**config.mk**
```make
export PLATFORM = sky130hd
export DESIGN_NAME = lut_xlate_flat
export DESIGN_NICKNAME = d
export VERILOG_FILES = /design/src/rtl/lut_xlate_if.sv /design/src/rtl/lut_xlate.sv /design/src/flat_wrapper.sv
export SDC_FILE = /design/constraint.sdc
export NUM_CORES = 2
export LEC_CHECK = 0
export ABC_AREA = 1
export BUFFER_PORTS_ARGS = -buffer_cell sky130_fd_sc_hd__buf_2
export CORE_UTILIZATION = 55
export CTS_CLUSTER_SIZE = 20
export DETAILED_ROUTE_END_ITERATION = 12
export GPL_TIMING_DRIVEN = 1
export PLACE_DENSITY = 0.71
export RECOVER_POWER = 50
export REMOVE_ABC_BUFFERS = 1
export SLEW_MARGIN = 25
export SYNTH_ARGS = -nofsm -noshare
export SYNTH_HDL_FRONTEND = slang
export SYNTH_SLANG_ARGS = --single-unit
```
**constraint.sdc**
```tcl
create_clock -name clock -period 20.9 [get_ports clock]
set_clock_uncertainty 0.1 [all_clocks]
set_input_delay 4.18 -clock clock [delete_from_list [all_inputs] [get_ports clock]]
set_output_delay 4.18 -clock clock [all_outputs]
set_load 0.03 [all_outputs]
```
**src/rtl/lut_xlate_if.sv**
```systemverilog
// lut_xlate_if: bus bundle for the byte-translation stage.
//   wr_en/wr_addr/wr_data       : single-entry table write port
//   in_valid/in_ready/in_data   : address stream into the block
//   out_valid/out_ready/out_data: translated-byte stream out of the block
// master = table owner / stream source+sink, slave = lut_xlate.
interface lut_xlate_if #(
    parameter int DW = 8,
    parameter int AW = 8
);
    logic          wr_en;
    logic [AW-1:0] wr_addr;
    logic [DW-1:0] wr_data;
    logic          in_valid;
    logic          in_ready;
    logic [AW-1:0] in_data;
    logic          out_valid;
    logic          out_ready;
    logic [DW-1:0] out_data;

    modport master (
        output wr_en, wr_addr, wr_data, in_valid, in_data, out_ready,
        input  in_ready, out_valid, out_data
    );

    modport slave (
        input  wr_en, wr_addr, wr_data, in_valid, in_data, out_ready,
        output in_ready, out_valid, out_data
    );
endinterface

```
**src/rtl/lut_xlate.sv**
```systemverilog
// lut_xlate: 2**AW x DW lookup table with identity fill after reset and a
// valid/ready translation stream (1-cycle latency, 2-entry output FIFO).
// Ports:
//   clock       : rising-edge clock
//   reset       : synchronous, active-high; flushes FIFO and restarts the fill
//   bus         : lut_xlate_if.slave (write port, input stream, output stream)
//   init_busy   : identity fill in progress
//   xlate_count : results delivered (popped), saturating at 16'hFFFF
module lut_xlate #(
    parameter int DW = 8,
    parameter int AW = 8
) (
    input  logic        clock,
    input  logic        reset,
    lut_xlate_if.slave  bus,
    output logic        init_busy,
    output logic [15:0] xlate_count
);
    localparam int DEPTH = 2 ** AW;

    typedef enum logic {S_INIT, S_RUN} state_t;

    state_t        state, state_nx;
    logic [AW-1:0] fill_cnt;
    logic [DW-1:0] mem [DEPTH];
    logic [DW-1:0] fifo [2];
    logic          wptr, rptr;
    logic [1:0]    fcount;
    logic          push, pop;

    always_ff @(posedge clock) begin
        if (reset) state <= S_INIT;
        else       state <= state_nx;
    end

    // in_ready depends only on registered state, so there is no
    // combinational path from out_ready; a full FIFO refuses input even
    // when it is being popped in the same cycle.
    always_comb begin
        state_nx     = state;
        init_busy    = 1'b0;
        bus.in_ready = 1'b0;
        case (state)
            S_INIT: begin
                init_busy = 1'b1;
                if (&fill_cnt) state_nx = S_RUN;
            end
            S_RUN:   bus.in_ready = (fcount != 2'd2);
            default: state_nx = S_INIT;
        endcase
    end

    assign push          = bus.in_valid && bus.in_ready;
    assign pop           = bus.out_valid && bus.out_ready;
    assign bus.out_valid = (fcount != 2'd0);
    assign bus.out_data  = fifo[rptr];

    always_ff @(posedge clock) begin
        if (reset)                 fill_cnt <= '0;
        else if (state == S_INIT)  fill_cnt <= fill_cnt + 1'b1;
    end

    // Table storage. The fill owns the write port during INIT; run-time
    // writes are only honoured in RUN.
    always_ff @(posedge clock) begin
        if (!reset) begin
            if (state == S_INIT)  mem[fill_cnt]    <= DW'(fill_cnt);
            else if (bus.wr_en)   mem[bus.wr_addr] <= bus.wr_data;
        end
    end

    // Output FIFO. The table read is taken before this edge's write lands,
    // so a same-cycle write to the accepted address yields the old entry.
    always_ff @(posedge clock) begin
        if (reset) begin
            fifo[0]     <= '0;
            fifo[1]     <= '0;
            wptr        <= 1'b0;
            rptr        <= 1'b0;
            fcount      <= 2'd0;
            xlate_count <= 16'd0;
        end else begin
            if (push) begin
                fifo[wptr] <= mem[bus.in_data];
                wptr       <= ~wptr;
            end
            if (pop) begin
                rptr <= ~rptr;
                if (xlate_count != 16'hFFFF) xlate_count <= xlate_count + 16'd1;
            end
            case ({push, pop})
                2'b10:   fcount <= fcount + 2'd1;
                2'b01:   fcount <= fcount - 2'd1;
                default: fcount <= fcount;
            endcase
        end
    end
endmodule
```
**src/flat_wrapper.sv**
```systemverilog
// flat-port wrapper written by rule: the top's interface ports become plain ports
module lut_xlate_flat 
#(
    parameter int DW = 8,
    parameter int AW = 8
)
  (clock, reset, init_busy, xlate_count, bus_wr_en, bus_wr_addr, bus_wr_data, bus_in_valid, bus_in_data, bus_out_ready, bus_in_ready, bus_out_valid, bus_out_data);
  lut_xlate_if #(.DW(DW), .AW(AW)) bus_i ();
  input  logic clock;
  input  logic reset;
  output logic init_busy;
  output logic [15:0] xlate_count;
  input wire logic [$bits(bus_i.wr_en)-1:0] bus_wr_en;
  input wire logic [$bits(bus_i.wr_addr)-1:0] bus_wr_addr;
  input wire logic [$bits(bus_i.wr_data)-1:0] bus_wr_data;
  input wire logic [$bits(bus_i.in_valid)-1:0] bus_in_valid;
  input wire logic [$bits(bus_i.in_data)-1:0] bus_in_data;
  input wire logic [$bits(bus_i.out_ready)-1:0] bus_out_ready;
  output wire logic [$bits(bus_i.in_ready)-1:0] bus_in_ready;
  output wire logic [$bits(bus_i.out_valid)-1:0] bus_out_valid;
  output wire logic [$bits(bus_i.out_data)-1:0] bus_out_data;
  assign bus_i.wr_en = bus_wr_en;
  assign bus_i.wr_addr = bus_wr_addr;
  assign bus_i.wr_data = bus_wr_data;
  assign bus_i.in_valid = bus_in_valid;
  assign bus_i.in_data = bus_in_data;
  assign bus_i.out_ready = bus_out_ready;
  assign bus_in_ready = bus_i.in_ready;
  assign bus_out_valid = bus_i.out_valid;
  assign bus_out_data = bus_i.out_data;
  lut_xlate #(.DW(DW), .AW(AW)) u_core (.clock(clock), .reset(reset), .bus(bus_i), .init_busy(init_busy), .xlate_count(xlate_count));
endmodule
```
==> impl_summary.log <==
[metrics] outcome: finished, violations left
[metrics] violated checks: capacitance limit, slew limit
[metrics] overall via count from detail_route: 57243
[metrics] element type at the critical path start: input port
[metrics] number of hold violations in the final report: 0
[metrics] overall track demand over capacity in global routing: 29.0%
[metrics] largest net degree at the start of global routing: 205
[metrics] count of warnings emitted by yosys: 0
[metrics] crit path max-delay cell type: o21ai_0
[metrics] fraction of final layout cells with drive strength greater than 1: 5.39%
[metrics] list of cells traversed by the critical path: clkbuf_1, clkinvlp_2, nand2_1, nor2_4, clkbuf_1, o21ai_0, clkbuf_1
[metrics] flip-flop and latch count after synthesis: 2094
[metrics] post-cts hold buffer count: 0
[metrics] multi-input combinational cell area: 20200 um^2
[metrics] post-cts repair resize count: 0
[metrics] routability congestion estimate: 0.864
[metrics] Reg power frac: 53.9%
[metrics] TritonCTS clock tree: yes
[metrics] logic gate share of total power: 5.5%
[metrics] post-detailed-route count of antenna-violating nets: 0
[metrics] DP Wirelength: 125000 um
[metrics] most used flip-flop cell after synthesis: edfxtp_1
[metrics] Via density: 6.15
[metrics] WS Path Type: input port to flip-flop
[metrics] sum of internal, switching and leakage power: 0.00853 W
[metrics] cell repeated most along the worst path: clkbuf_1
[metrics] crit-path max cell delay: 3.50 ns
[metrics] number of setup violations in the final report: 0
[metrics] cell-internal power: 0.00663 W
[metrics] root buffer selected by CTS: clkbuf_16
[metrics] Post-CTS Setup Bufs: 0
[metrics] die area: 156000 um^2
[metrics] Inserted Clock Buffers: 202
[metrics] Worst Path Required: 20.82 ns
[metrics] dominant cells by area after synthesis: edfxtp_1 (73%), nand3_1 (12%), nand2_1 (9.4%)
[metrics] instance area at placement: 86700 um^2
[metrics] Crit path arrival time: 14.19 ns
[metrics] number of top-level pins: 56
[metrics] worst-path fanout max: 85
[metrics] fmax: 0.0701 GHz
[metrics] Buffers on Ports: 55
[metrics] VDD IR max: 0.0000877 V
[metrics] maximum capacitance violations: 22
[metrics] total clock sinks: 2094
[metrics] global-route wire length before repair: 340000 um
[metrics] switching portion of total power: 22.2%
[metrics] Synth cell types: 31
[metrics] Area Overhead vs Synth: 9.04%
[metrics] number of cells produced by synthesis: 7253
[metrics] Post-route DRC: 0
[metrics] clock share of power: 40.6%
[metrics] via count of the first global-routing pass: 53089
[metrics] DRC marker count from the first detailed-route iteration: 9225
[metrics] clock-pin transition on the worst setup and hold timing paths: 0.06 ns
[metrics] aggregate routed wire length: 230000 um
[metrics] share of the yosys chip area belonging to registers: 73.6%
[metrics] Final Instance Area: 92800 um^2
[metrics] maximum number of buffers from clock root to sink: 3
[metrics] area of the placeable core: 153000 um^2
[metrics] FFs w/ async S/R, synth: 0%
[metrics] endpoint kind of the worst setup timing path: flip-flop
[metrics] Yosys top cell by area: edfxtp_1
[metrics] clk_lat worst skew: 0.82 ns
[metrics] part of the cycle the worst path needs: 68.3%
[metrics] Total Nets Final: 7136
[metrics] Rel. slew slack: -201%
[metrics] DR pass1 iterations: 6
[metrics] worst-margin pin slew: 4.51 ns
[metrics] CTS H-tree lvls: 4
[metrics] Cell Rows: 143
[metrics] antenna violations before repair: 10
[metrics] worst hold path class: flip-flop to flip-flop
[metrics] switching pwr: 0.00189 W
[metrics] average wire per cell in the routed design: 24.7 um
[metrics] Yosys top cell area share: 72.8%
[metrics] filler cell count: 11731
[metrics] Avg Cell Area, Syn: 11.7 um^2
[metrics] minimum clock period after layout: 14.27 ns
[metrics] sum of negative setup slack: 0 ns
[metrics] die boundary height: 395 um
[metrics] setup repair after global routing missed its margin: no
[metrics] final standard cell count with taps included and fillers excluded: 9307
[metrics] DIE WIDTH: 395 um
[metrics] initial core utilization: 55.7%
[metrics] Cell Pwr Density: 91.9 nW/um^2
[metrics] number of enable flip-flop cells after synthesis: 2064
[metrics] final global-route overflow total: 0
[metrics] number of cells after detailed placement: 8928
[metrics] final max-slew violation count: 1390
[metrics] post-synthesis instance area: 85100 um^2
[metrics] area occupied by registers: 62600 um^2
[metrics] leak pwr: 32.1 nW
==> state kept, by name, summed over array words and instances, names as in the netlist, named ones only <==
signal and flops:
u_core.rptr 1, u_core.mem 2048, u_core.wptr 1, u_core.fill_cnt 8
u_core.xlate_count 16, u_core.fifo 16, u_core.state 1, u_core.fcount 2
==> cell usage after synthesis (3+ instances only) <==
cell type and count:
buf_4 4, o21ai_0 27, nor2_2 3, nand3_1 2044, edfxtp_1 2064, ha_1 3, and3_1 3, nand4_1 3
nor3_1 7, buf_1 71, a21oi_4 3, clkbuf_1 228, dfxtp_1 30, a21oi_1 23, nor2_1 324, buf_2 184
nand2_2 8, a21oi_2 4, nand2_1 2125, inv_1 67, mux2_2 8, inv_2 6, nor2_4 6
==> area by class of cell <==
cell class,count,share of cell area (%)
multi-input combinational,4597,21.7
sequential,2094,67.5
inverter,74,0.328
antenna,2,0.00539
timing repair buffer,135,1.05
tap,2030,2.74
clock buffer,274,5.94
clock inverter,101,0.744
==> layout by cell type, fill, tap and decap left out, types with 6 or more instances in the layout <==
cell type  Yosys  final
inv_6          0      6
mux2_1         0      8
nand2_1     2125   2122
nand2_2        8      9
nor2_1       324    327
buf_2        184     31
nor3_1         7      7
o21ai_0       27     24
bufinv_16      0      7
clkbuf_16      0    209
edfxtp_1    2064   2064
dfxtp_1       30     30
buf_12         0      7
clkinv_2       0     27
clkbuf_1     228    100
clkinv_1       0     54
buf_4          4     48
nand3_1     2044   2044
inv_1         67     65
a21oi_1       23     25
==> stage by stage <==
stage	hold slack, ns	util, %	setup WS [ns]
3_5_place_dp	0.351	56.7	11.52
6_report	0.361	60.7	6.63
2_1_floorplan	0.326	-	4.20
5_1_grt	0.401	60.7	6.06
4_1_cts	0.359	60.8	12.36
3_3_place_gp	0.337	56.7	11.56
==> final timing paths <==
| check | startpoint | endpoint | slack [ns] | depth (start not counted) |
|---|---|---|---|---|
| hold reg to reg | u_core.rptr | u_core.rptr | 0.36 | 1 |
| hold / removal | u_core.rptr | u_core.rptr | 0.36 | 1 |
| setup / recovery | reset | u_core.mem[127][5] | 6.63 | 7 |
| setup reg to reg | u_core.state | u_core.mem[242][6] | 11.91 | 7 |
==> worst max-delay path, delay by kind of cell <==
family	cells	cell delay [ns]
buffers and inverters	4	5.70
AO/OA/AOI/OAI	1	3.50
AND/OR/NAND/NOR	2	0.62
==> metal layers <==
layer / wire length (um) / track usage, % / share of wire [%] / vias up
met5: 13 / 0 / 0.0056 / -
met4: 9940 / 12.2 / 4.3 / 2
met3: 25100 / 4.82 / 11 / 516
met2: 107000 / 44.7 / 46 / 3550
met1: 88600 / 41.3 / 38 / 27745
li1: - / - / - / 25430
==> cells by family after synthesis <==
group	count (synthesis)	synth area share, %
flops	2094	73.6
compound gates	58	0.403
fa+ha+maj	3	0.0441
xor+xnor	1	0.0103
simple gates	4527	23.1
buf+inv	562	2.78
mux	8	0.106
==> power groups by stage <==
stage	sequential (W)	combinational (W)	clock (W)
after global routing	0.00459	0.000501	0.00363
after floorplan	0.00470	0.000287	0
after detailed placement	0.00468	0.000458	0
after global placement	0.00468	0.000452	0
final	0.00460	0.000469	0.00346
after CTS	0.00459	0.000461	0.00348
No activity file was read; power rests on OpenSTA's default activity.
